<file path="src/rtl/uart_ram_ctrl.sv">
// ---------------------------------------------------------------------------
// uart_ram_ctrl
//
// Buffer controller that sits between uart_receiver/key_filter and a
// dual-port RAM feeding uart_sender. Each received byte is written to the
// next free RAM address. A debounced key press replays every stored byte,
// oldest first, through uart_sender, one byte per tx_done handshake. After
// the replay the buffer is empty again and ready for the next capture.
//
// Parameters
//   AW        RAM address width, buffer depth is 2**AW bytes
//   RD_LAT    RAM read latency in clk cycles (>= 1)
//
// Ports
//   clk         system clock
//   rst_n       asynchronous active-low reset
//   key_flag    1-cycle debounced key event pulse
//   key_state   key level at key_flag (0 = pressed, 1 = released)
//   rx_done     1-cycle pulse, received byte valid on the RAM data input
//   tx_done     1-cycle pulse, uart_sender finished the current byte
//   wraddress   RAM write address
//   wren        RAM write enable, 1-cycle pulse
//   rdaddress   RAM read address
//   send_en     1-cycle pulse, start uart_sender on RAM q
//   busy        high while a replay is in progress
//   byte_count  number of bytes currently stored (0..2**AW)
//   overflow    sticky flag, a received byte was dropped
// ---------------------------------------------------------------------------
module uart_ram_ctrl #(
    parameter int AW     = 8,
    parameter int RD_LAT = 2
) (
    input  logic          clk,
    input  logic          rst_n,
    input  logic          key_flag,
    input  logic          key_state,
    input  logic          rx_done,
    input  logic          tx_done,
    output logic [AW-1:0] wraddress,
    output logic          wren,
    output logic [AW-1:0] rdaddress,
    output logic          send_en,
    output logic          busy,
    output logic [AW:0]   byte_count,
    output logic          overflow
);

    localparam int DEPTH = 2 ** AW;
    localparam int CW    = $clog2(RD_LAT + 1);

    localparam logic [AW+1:0] DEPTH_W   = (AW + 2)'(DEPTH);
    localparam logic [CW-1:0] LAST_WAIT = CW'(RD_LAT - 1);

    typedef enum logic [2:0] {
        IDLE,
        RD_WAIT,
        SEND,
        WAIT_DONE,
        DONE
    } state_t;

    state_t        state;
    logic [AW:0]   len;
    logic [CW-1:0] wait_cnt;
    logic          trig_pend;

    logic          trigger;
    logic          rx_accept;
    logic [AW+1:0] pending_count;

    // A write that is still in flight (wren high) already owns a slot, so it
    // is counted when deciding whether another byte fits.
    assign trigger       = key_flag & ~key_state;
    assign pending_count = {1'b0, byte_count} + {{(AW + 1){1'b0}}, wren};
    assign rx_accept     = rx_done && (state == IDLE) && (pending_count < DEPTH_W);

    // Capture and replay FSM. A trigger that coincides with a write (either
    // an accepted rx_done or a wren pulse) is parked in trig_pend and taken
    // once the write has been counted, so the replay length includes it.
    // Any rx_done that is not accepted marks overflow; this is evaluated
    // after the trigger so a byte dropped in the trigger cycle still shows.
    always_ff @(posedge clk or negedge rst_n) begin
        if (!rst_n) begin
            state      <= IDLE;
            wraddress  <= '0;
            rdaddress  <= '0;
            wren       <= 1'b0;
            send_en    <= 1'b0;
            busy       <= 1'b0;
            byte_count <= '0;
            overflow   <= 1'b0;
            len        <= '0;
            wait_cnt   <= '0;
            trig_pend  <= 1'b0;
        end else begin
            wren    <= 1'b0;
            send_en <= 1'b0;

            case (state)
                IDLE: begin
                    wren <= rx_accept;
                    if (wren) begin
                        wraddress  <= wraddress + 1'b1;
                        byte_count <= byte_count + 1'b1;
                    end
                    if (trigger || trig_pend) begin
                        if (wren || rx_accept) begin
                            trig_pend <= 1'b1;
                        end else begin
                            trig_pend <= 1'b0;
                            if (byte_count != '0) begin
                                len       <= byte_count;
                                rdaddress <= '0;
                                overflow  <= 1'b0;
                                busy      <= 1'b1;
                                wait_cnt  <= '0;
                                state     <= RD_WAIT;
                            end
                        end
                    end
                end

                RD_WAIT: begin
                    if (wait_cnt == LAST_WAIT) begin
                        send_en <= 1'b1;
                        state   <= SEND;
                    end else begin
                        wait_cnt <= wait_cnt + 1'b1;
                    end
                end

                SEND: begin
                    state <= WAIT_DONE;
                end

                WAIT_DONE: begin
                    if (tx_done) begin
                        if ({1'b0, rdaddress} == len - 1'b1) begin
                            state <= DONE;
                        end else begin
                            rdaddress <= rdaddress + 1'b1;
                            wait_cnt  <= '0;
                            state     <= RD_WAIT;
                        end
                    end
                end

                DONE: begin
                    wraddress  <= '0;
                    rdaddress  <= '0;
                    byte_count <= '0;
                    busy       <= 1'b0;
                    state      <= IDLE;
                end

                default: begin
                    state <= IDLE;
                end
            endcase

            if (rx_done && !rx_accept) begin
                overflow <= 1'b1;
            end
        end
    end

endmodule
</file>
<file path="config.mk">
export PLATFORM = sky130hd
export DESIGN_NAME = uart_ram_ctrl
export DESIGN_NICKNAME = d
export VERILOG_FILES = /design/src/rtl/uart_ram_ctrl.sv
export SDC_FILE = /design/constraint.sdc
export NUM_CORES = 1
export LEC_CHECK = 0
export ABC_AREA = 1
export CAP_MARGIN = 20
export CELL_PAD_IN_SITES_DETAIL_PLACEMENT = 1
export CELL_PAD_IN_SITES_GLOBAL_PLACEMENT = 1
export CORE_ASPECT_RATIO = 1.5
export CORE_UTILIZATION = 45
export CTS_BUF_LIST = sky130_fd_sc_hd__clkbuf_8
export CTS_CLUSTER_SIZE = 8
export DETAILED_ROUTE_END_ITERATION = 10
export DONT_BUFFER_PORTS = 1
export HOLD_SLACK_MARGIN = 0.1
export PLACE_DENSITY_LB_ADDON = 0.1
export SLEW_MARGIN = 5
export SYNTH_ARGS = -nofsm -noshare
export SYNTH_HDL_FRONTEND = slang
export SYNTH_SLANG_ARGS = --single-unit
</file>
<file path="constraint.sdc">
create_clock -name clk -period 4.12 [get_ports clk]
set_input_delay 0.824 -clock clk [delete_from_list [all_inputs] [get_ports clk]]
set_output_delay 0.824 -clock clk [all_outputs]
set_load 0.01 [all_outputs]
</file>
==> flow_summary.yaml, run 1 <==
run_status:
  run_status: "finished, final reports clean"
layout:
  post_layout_nonfiller_instances: 451
  fraction_of_final_layout_cells_with_drive_strength_greater_than_1: 0.103
  n_antenna_cell: 0
  fin_util: 0.501
  most_common_library_cell_in_the_layout_ignoring_fill_and_taps: "nand2_1"
  fin_nets: 390
  layout.cells.most_common_list: "nand2_1, inv_1, dfrtp_1"
  syn2layout_area_growth_pct: 5.76
drt:
  drt-total-wl_um: 7430
  viasPerCell: 5.52
  first_drt_iteration_drcs: 122
  drc_markers: 0
  routed-via-count: 2490
  dr.pass1.iters: 4
  drt.antenna.violating_nets: 0
  wl_per_cell_um: 16.5
cts:
  worst_skew_pair.late_latency_ns: 0.31
  postCtsSetupBuffers: 0
  number_of_buffers_added_by_the_clock_tree_synthesis_step: 5
  post_cts_resized: 0
  h_tree_levels: 2
  tritoncts: "done"
  clock-sinks: 44
  cts_max_path_buffers: 2
  clock_pin_slew_worst_setup_and_hold_paths_ns: 0.10
  cts-hold-fix-buffers: 0
  cts.root.buffer_cell: "clkbuf_8"
logic_synthesis:
  synth_warnings: 0
  mappedNetlistNets: 390
  synth-seq-cells: 44
  syn-cell-area_um2: 2800
  ys_seq_area_frac: 0.393
  synthesis.instances: 378
  yosysUniqueCellTypes: 37
  postSynthAreaPerCell_um2: 7.41
critical_path:
  critical_path_class: "reg2reg"
  worst-path-buf-inv: 0
  timing.critical_path.to_type: "flip-flop"
  timing.critical_path.cells: "nand2_1, nor2_1, nand4_1, nand3_2, nand3_2, nand2_4, nand3_4, nand2_1, o21ai_2"
  critical-path-slowest-cell: "dfrtp_1"
  worst_ep_required_time_ns: 4.32
  largest_delay_contributor_family_on_the_critical_path: "simple AND/OR/NAND/NOR gates"
  critPathMaxFanout: 20
  critical-path-max-stage-delay_ns: 0.48
  cp-start-kind: "flip-flop"
  critPathArrivalTime_ns: 2.25
global_routing:
  initial_antenna_violation_count: 0
  globalRoute.totalOverflow: 0
  first_pass_grt_wire_length_um: 12900
  grtUsageTotal: 0.261
  number_of_global_route_vias_before_repair: 2738
  grt_start_max_net_pins: 45
floorplanning:
  start_util: 0.474
  num_io_pins: 35
  core_area_um2: 5910
  die_w_um: 66.4
  floorplan.rows: 34
  die_area_um2: 6550
  floorplan.die.height_um: 98.7
power:
  power.density_nw_per_um2: 614
  peakVddDrop_v: 0.000259
  power.static_leakage_uw: 0.00146
  total_power_uw: 1820
run:
  max_cap_violations: 0
placed_design:
  port_buffers: 0
  dp_hpwl_um: 5710
  routabilityCongestion: 0.872
  numPlacedInstances: 443
timing:
  relSlewSlack: 0.699
  timing.fmax_mhz: 486
  timing.final.max_slew_violations: 0
  layout_worst_path_cycle_share: 0.499
  worst_pin_slew_ns: 0.451
  fin_skew_ns: 0.0110
  setup_tns_ns: 0
  min_period_ns: 2.06
  final.hold.worst_slack_ns: 0.200
  setup_viol_count_final: 0
  finalHoldViolations: 0
  grt_setup_unrepaired: "no"
worst_hold_path:
  min_path_type: "in2async"
==> metal layers <==
layer | global-route usage | vias up | share of wire
met4 | 0.0884 | 0 | 0.017
met3 | 0.0451 | 9 | 0.035
met1 | 0.280 | 1232 | 0.39
met2 | 0.496 | 40 | 0.56
met5 | 0 | - | 0
li1 | - | 1209 | -
==> synth_stat cells (all sizes together) <==
library cell  number  area, um^2
a311oi             1        8.76
o31a               1        8.76
o211ai             1        7.51
nand3b             2        15.0
nor3               7        35.0
xor2               9        78.8
dfrtp             44        1100
or2                1        6.26
nand3             22         138
inv               57         214
o21bai             1        7.51
nand2            106         413
nand4             18         119
mux2i              1        10.0
nor3b              3        22.5
a21oi             12        63.8
o21ai             26         160
o22ai              1        6.26
nor4               1        6.26
a22o               1        8.76
nor2              48         230
ha                 6        75.1
xnor2              2        17.5
buf                7        50.1
==> layout make-up <==
type,count,area (um^2)
clock buffers,6,82.6
clock inverters,2,38.8
fillers,782,2950
inverters,57,214
multi-input cells,270,1440
flip-flops and latches,44,1100
well taps,72,90.1
==> cell families (layout without fill, tap and decap cells) <==
family                     after synthesis  after routing  share of synthesized area
muxes                                    1              1                    0.00357
adders and majority gates                6              6                     0.0268
AOI/OAI and AO/OA                       44             44                     0.0969
DFF                                     44             44                      0.393
buffers and inverters                   64             65                     0.0942
xor gates and xnor gates                11             11                     0.0344
and+or+nand+nor                        208            208                      0.351
==> final timing paths <==
check | startpoint | end | slack (ns) | cells after the start
max | byte_count[5] | len[1] | 2.06 | 9
min | rst_n | busy | 0.20 | 0
max reg2reg | byte_count[5] | len[1] | 2.06 | 9
min reg2reg | wait_cnt[1] | wait_cnt[1] | 0.51 | 2
max in group asynchronous | rst_n | wait_cnt[1] | 3.82 | 0
min in group clk | wait_cnt[1] | wait_cnt[1] | 0.51 | 2
==> report_power, final <==
part | switching [uW] | leakage, uW | internal, uW
Combinational | 557 | 0.000807 | 253
Clock | 165 | 0.0000614 | 199
Sequential | 130 | 0.000590 | 518
==> stage by stage <==
stage	cell area [um^2]	worst slack [ns]
after detailed placement	2840	2.07
final	2960	2.06
after global placement	2840	2.09
after floorplan	2800	2.45
after CTS	2960	2.07
after global routing	2960	1.86
==> sequential cells by signal, summed over array words and instances (netlist names) <==
signal	flops
busy	1
wait_cnt	2
trig_pend	1
overflow	1
len	9
rdaddress	8
send_en	1
byte_count	9
wraddress	8
wren	1
state	3
No activity file was read; power rests on OpenSTA's default activity.
==> run 2: changes to the inputs <==
--- a/config.mk
+++ b/config.mk
@@ -10,7 +10,7 @@
 export CELL_PAD_IN_SITES_DETAIL_PLACEMENT = 1
 export CELL_PAD_IN_SITES_GLOBAL_PLACEMENT = 1
 export CORE_ASPECT_RATIO = 1.5
-export CORE_UTILIZATION = 45
+export CORE_UTILIZATION = 43
 export CTS_BUF_LIST = sky130_fd_sc_hd__clkbuf_8
 export CTS_CLUSTER_SIZE = 8
 export DETAILED_ROUTE_END_ITERATION = 10
==> constraint.sdc (replaced) <==
create_clock -name clk -period 1.7 [get_ports clk]
set_input_delay 0.34 -clock clk [delete_from_list [all_inputs] [get_ports clk]]
set_output_delay 0.34 -clock clk [all_outputs]
set_load 0.01 [all_outputs]
==> flow_summary.yaml, run 2 (synthesized netlist as in run 1, its figures left out) <==
critical_path:
  critical-path-max-stage-delay_ns: 0.42
  critPathMaxFanout: 5
  critical_path.startpoint: "len[1]"
  critical_path_class: "reg2reg"
  timing.critical_path.cells: "inv_2, ha_4, buf_4, nand3_2, inv_1, nand2_1, nand2_1, nor2_4, nand4_1, buf_4, nand4_1, nand2_1, nand2_1"
  critPathArrivalTime_ns: 2.14
  critical-path-slowest-cell: "dfrtp_1"
  cp-start-kind: "flip-flop"
  r2r_cells: 13
  worst_ep_required_time_ns: 1.90
  regToRegEndpoint: "wait_cnt[1]"
  crit-reg2reg-launch: "len[1]"
  timing.critical_path.mode_cell: "nand2_1"
  critical_path.endpoint: "wait_cnt[1]"
  reg_to_reg_setup_timing_slack_ns: -0.24
  timing.critical_path.to_type: "flip-flop"
timing:
  min_period_ns: 1.94
  relSlewSlack: 0.723
  worst_pin_slew_ns: 0.413
  timing.final.max_slew_violations: 0
  fin_skew_ns: 0.00593
  setup_viol_count_final: 13
  setup_slack_ns: -0.239
  finalHoldViolations: 0
  layout_worst_path_cycle_share: 1.14
  final.hold.worst_slack_ns: 0.224
  grt_setup_unrepaired: "yes"
  timing.fmax_mhz: 516
layout:
  most_common_library_cell_in_the_layout_ignoring_fill_and_taps: "nand2_1"
  n_antenna_cell: 0
  reg_top3: "byte_count: 9 flops, len: 9 flops"
  syn2layout_area_growth_pct: 32.5
  post_layout_nonfiller_instances: 527
  fin_util: 0.597
  fin_nets: 465
  fraction_of_final_layout_cells_with_drive_strength_greater_than_1: 0.333
  postLayoutCellArea_um2: 3710
  layout.cells.most_common_list: "nand2_1, buf_4, inv_1"
worst_hold_path:
  min_path_type: "in2reg"
drt:
  drt.antenna.violating_nets: 0
  dr.pass1.iters: 4
  routed-via-count: 2900
  viasPerCell: 5.50
  drt-total-wl_um: 9880
  wl_per_cell_um: 18.7
  first_drt_iteration_drcs: 84
  drc_markers: 0
run:
  max_cap_violations: 0
global_routing:
  grtUsageTotal: 0.272
  initial_antenna_violation_count: 0
  grt_start_max_net_pins: 45
  first_pass_grt_wire_length_um: 13800
  globalRoute.totalOverflow: 0
  number_of_global_route_vias_before_repair: 3016
run_status:
  run_status: "finished, violations left"
  failing_checks: "negative setup slack"
power:
  power.static_leakage_uw: 0.00182
  power.density_nw_per_um2: 1560
  peakVddDrop_v: 0.000910
floorplanning:
  core_area_um2: 6220
  floorplan.rows: 35
  die_area_um2: 6850
  floorplan.die.height_um: 101
  die_w_um: 67.9
  start_util: 0.451
  num_io_pins: 35
cts:
  cts_max_path_buffers: 2
  number_of_buffers_added_by_the_clock_tree_synthesis_step: 5
  h_tree_levels: 2
  cts.root.buffer_cell: "clkbuf_8"
  clock-sinks: 44
  worst_skew_pair.late_latency_ns: 0.31
  tritoncts: "done"
  clock_pin_slew_worst_setup_and_hold_paths_ns: 0.09
placed_design:
  dp_hpwl_um: 6280
  numPlacedInstances: 497
  post_placement_cell_area_um2: 3240
  port_buffers: 0
  routabilityCongestion: 0.821
==> run 2: cell types whose count changed in the layout (fill, tap and decap cells not counted), moves of 5 or more <==
cell	delta
buf_4	+66
inv_1	-5
inv_2	+6
nand2_1	-8
nand2_2	+7
nand3_2	+5
nor2_1	-13
nor2_2	+7
nor2_4	+7
==> run 2: timing repair <==
item,CTS,global route
pin swaps,6,23
hold buffers,2,0
gates cloned,2,2
resized for setup,17,42
setup endpoints to repair,24,25
buffers inserted,3,14
hold endpoints to repair,44,0
==> run 2: cell type report <==
cell class	instances	area [um^2]
multi-input cells	274	1660
fillers	792	2500
clock buffers	5	68.8
flip-flops and latches	44	1100
repair buffers	71	567
clock inverters	2	8.76
inverters	57	214
well taps	74	92.6
==> run 2: worst min-delay path by stage <==
stage	startpoint	end	depth (start not counted)
global route	rx_done	overflow	2
finish	rx_done	overflow	2
global placement	rst_n	rdaddress[3]	0
detailed placement	rst_n	rdaddress[3]	0
CTS	rx_done	overflow	2
floorplan	rst_n	busy	0
==> run 2: power breakdown <==
| group | switching [uW] | internal (uW) |
|---|---|---|
| registers | 268 | 1260 |
| clock network | 384 | 275 |
| logic | 2140 | 1460 |
| total | 2790 | 2990 |
==> run 2: per-stage QoR <==
stage / total power [uW] / setup WS [ns] / TNS, ns
final: 5780 / -0.239 / -2.37
after global routing: 6130 / -0.316 / -4.00
after CTS: 5060 / -0.159 / -2.10
after detailed placement: 4050 / -0.186 / -2.86
after global placement: 3950 / -0.113 / -2.00
after floorplan: 3100 / 0.0327 / 0
==> run 2: layer usage <==
| layer | vias up | routed length, um | track usage |
|---|---|---|---|
| met5 | - | 0 | 0 |
| met4 | 0 | 295 | 0.109 |
| met3 | 23 | 273 | 0.0520 |
| met2 | 66 | 5770 | 0.524 |
| met1 | 1444 | 3540 | 0.269 |
| li1 | 1367 | - | - |
==> run 2: critical path: cells and delay by family (launching register included) <==
family                   cells  cell delay, ns
flip-flops                   1            0.42
adder cells (fa/ha/maj)      1            0.16
buffers and inverters        4            0.46
AND/OR/NAND/NOR              8            0.80
==> run 3: changes to the inputs <==
--- a/config.mk
+++ b/config.mk
@@ -12,7 +12,6 @@
 export CORE_ASPECT_RATIO = 1.5
 export CORE_UTILIZATION = 43
 export CTS_BUF_LIST = sky130_fd_sc_hd__clkbuf_8
-export CTS_CLUSTER_SIZE = 8
 export DETAILED_ROUTE_END_ITERATION = 10
 export DONT_BUFFER_PORTS = 1
 export HOLD_SLACK_MARGIN = 0.1
==> results of run 3 <==
No change in the layout: final DEF, timing and power equal those of run 2.
==> edit (config.mk and constraints of run 3) <==
Re-encode `state_t` (5 states) as one-hot, 5 bits wide.
--- a/src/rtl/uart_ram_ctrl.sv
+++ b/src/rtl/uart_ram_ctrl.sv
@@ -52,10 +52,10 @@
     localparam logic [CW-1:0] LAST_WAIT = CW'(RD_LAT - 1);
 
-    typedef enum logic [2:0] {
-        IDLE,
-        RD_WAIT,
-        SEND,
-        WAIT_DONE,
-        DONE
+    typedef enum logic [4:0] {
+        IDLE      = 5'b00001,
+        RD_WAIT   = 5'b00010,
+        SEND      = 5'b00100,
+        WAIT_DONE = 5'b01000,
+        DONE      = 5'b10000
     } state_t;
 
Behaviour: no difference found for any inputs over 10 cycles, from zero or initial values and one cycle with rst_n low; not proved beyond that.
==> edit against run 3 <==
The flow still finishes with violations (setup timing). Sequential cell count is 2 higher. Largest cell class unchanged. Setup slack worse by 60 ps. Worst hold slack worse by 65 ps. Fmax is 3.0% lower. Cell count is 3.8% lower. Area after synthesis is 3.5% lower. Design area is 9.0% higher. Critical path type unchanged. Non-clock buffer count is 11 higher. Power is 13% higher. Routed wire length is 16% higher. Clock power is 9.4% higher.
==> edit: results (changes against run 3) <==
status complete, but fails checks; violated checks setup timing; Max VDD drop 1120 µV (+23%); Routed WL 11.5 mm (+16%); 1st-iter DRT viols 148 (+76%); final hold slack 158 ps (-65.4 ps); sequential fraction of the synthesis area 0.426 (+0.0333); Area contributors post-synth dfrtp_1 (42%), nand2_1 (11%), inv_1 (6.9%); R2R Path Start byte_count[2]$_DFFE_PN0P_; DR vias 2,891 (-0.31%); Leak 0.00205 µW (+13%); first-pass GRT wire length 13.6 mm (-1.7%); Syn Area/Cell 7.77 µm² (+4.8%); worst-path maximum fanout 4 (-1); GP Congestion 0.772 (-5.9%); all-layer global routing usage 0.274 (+0.00211); pin count of the biggest net entering global routing 47 (+4.4%); max_slew headroom 0.755 (+0.0320); Num CTS Buffers 5 (unchanged); layout cell share with drive strength beyond 1 0.460 (+0.126); hpwl dp 5.81 mm (-7.4%); # nets final 444 (-4.5%); Worst Hold Path EP overflow$_DFFE_PN0P_; Hold Crit Depth 2 (unchanged); fillers 688 (-13%); final setup fails 31 (+18); skew final 13.7 ps (+7.79 ps); final worst slack -299 ps (-60.4 ps); WP data arrival 2240 ps (+100 ps); r2r worst-path depth 9 (-4); RR Endpoint state[4]$_DFFE_PN0P_; commonest cells in the synthesized netlist nand2_1 (76), inv_1 (50), dfrtp_1 (45); vias in the first global route 2,873 (-4.7%); syn_nets 360 (-7.7%)
## edit: cells by family after synthesis
group	Yosys count	share of synthesized area
AO/OA/AOI/OAI	51	0.109
XOR/XNOR	11	0.0356
adder cells (fa/ha/maj)	6	0.0278
buffers and inverters	59	0.0925
flip-flops	46	0.426
AND/OR/NAND/NOR	175	0.309
## edit: worst max-delay path by stage
stage                              start                        to  slack, ps  cells past startpoint
2_1_floorplan         len[0]$_DFFE_PN0P_  rdaddress[2]$_DFFE_PN0P_          9                     15
5_1_grt        byte_count[0]$_DFFE_PN0P_      state[4]$_DFFE_PN0P_       -400                     10
3_3_place_gp   byte_count[0]$_DFFE_PN0P_        len[4]$_DFFE_PN0P_       -150                     10
3_5_place_dp   byte_count[0]$_DFFE_PN0P_        len[2]$_DFFE_PN0P_       -200                     10
6_report       byte_count[2]$_DFFE_PN0P_      state[4]$_DFFE_PN0P_       -300                      9
4_1_cts               len[1]$_DFFE_PN0P_  rdaddress[5]$_DFFE_PN0P_       -130                     15
## edit: worst max-delay path, stage by stage (launching register included)
cell      delay, ps
dfrtp_1         430
nand2_2         140
nor2_1          190
nand4_1         200
nand3_4         130
nand3_4          90
buf_4           150
o21ai_0         290
o211ai_1        180
nor2_2          130
## edit: routing by layer
metal | up-vias | track usage | wire [µm]
met4 | 0 | 0.119 | 590
met1 | 1470 | 0.297 | 4310
li1 | 1283 | - | -
met5 | - | 0 | 0
met3 | 45 | 0.0505 | 486
met2 | 93 | 0.501 | 6090
## edit: final cells by class
cell class	count	area [µm²]	area share
Multi-Input combinational cell	244	1780	0.441
Sequential cell	46	1150	0.285
Timing Repair Buffer	82	721	0.178
Inverter	53	206	0.0510
Tap cell	74	92.6	0.0229
Clock buffer	6	82.6	0.0204
Clock inverter	2	7.51	0.00185
## edit: power breakdown
part / switching, µW / leakage, µW / total [µW] / internal, µW
clock: 401 / 0.0000538 / 721 / 321
sequential: 330 / 0.000602 / 1680 / 1350
combinational: 2390 / 0.00140 / 4110 / 1720
## edit: stage by stage
stage	setup WS [ps]	util	cells	instance area, µm²	TNS, ps
detailed placement	-199	0.523	472	3180	-4490
floorplan	9.17	-	348	2700	0
CTS	-130	0.591	494	3590	-1980
finish	-299	0.665	507	4050	-5710
global placement	-151	0.523	472	3180	-2940
global route	-399	0.665	507	4050	-9280
## edit: repair_timing
action	in CTS	in global routing
hold endpoints to repair	46	0
hold buffers	2	0
resized for setup	45	93
gates cloned	2	2
setup endpoints to repair	30	34
pin swaps	23	33
buffers inserted	10	11
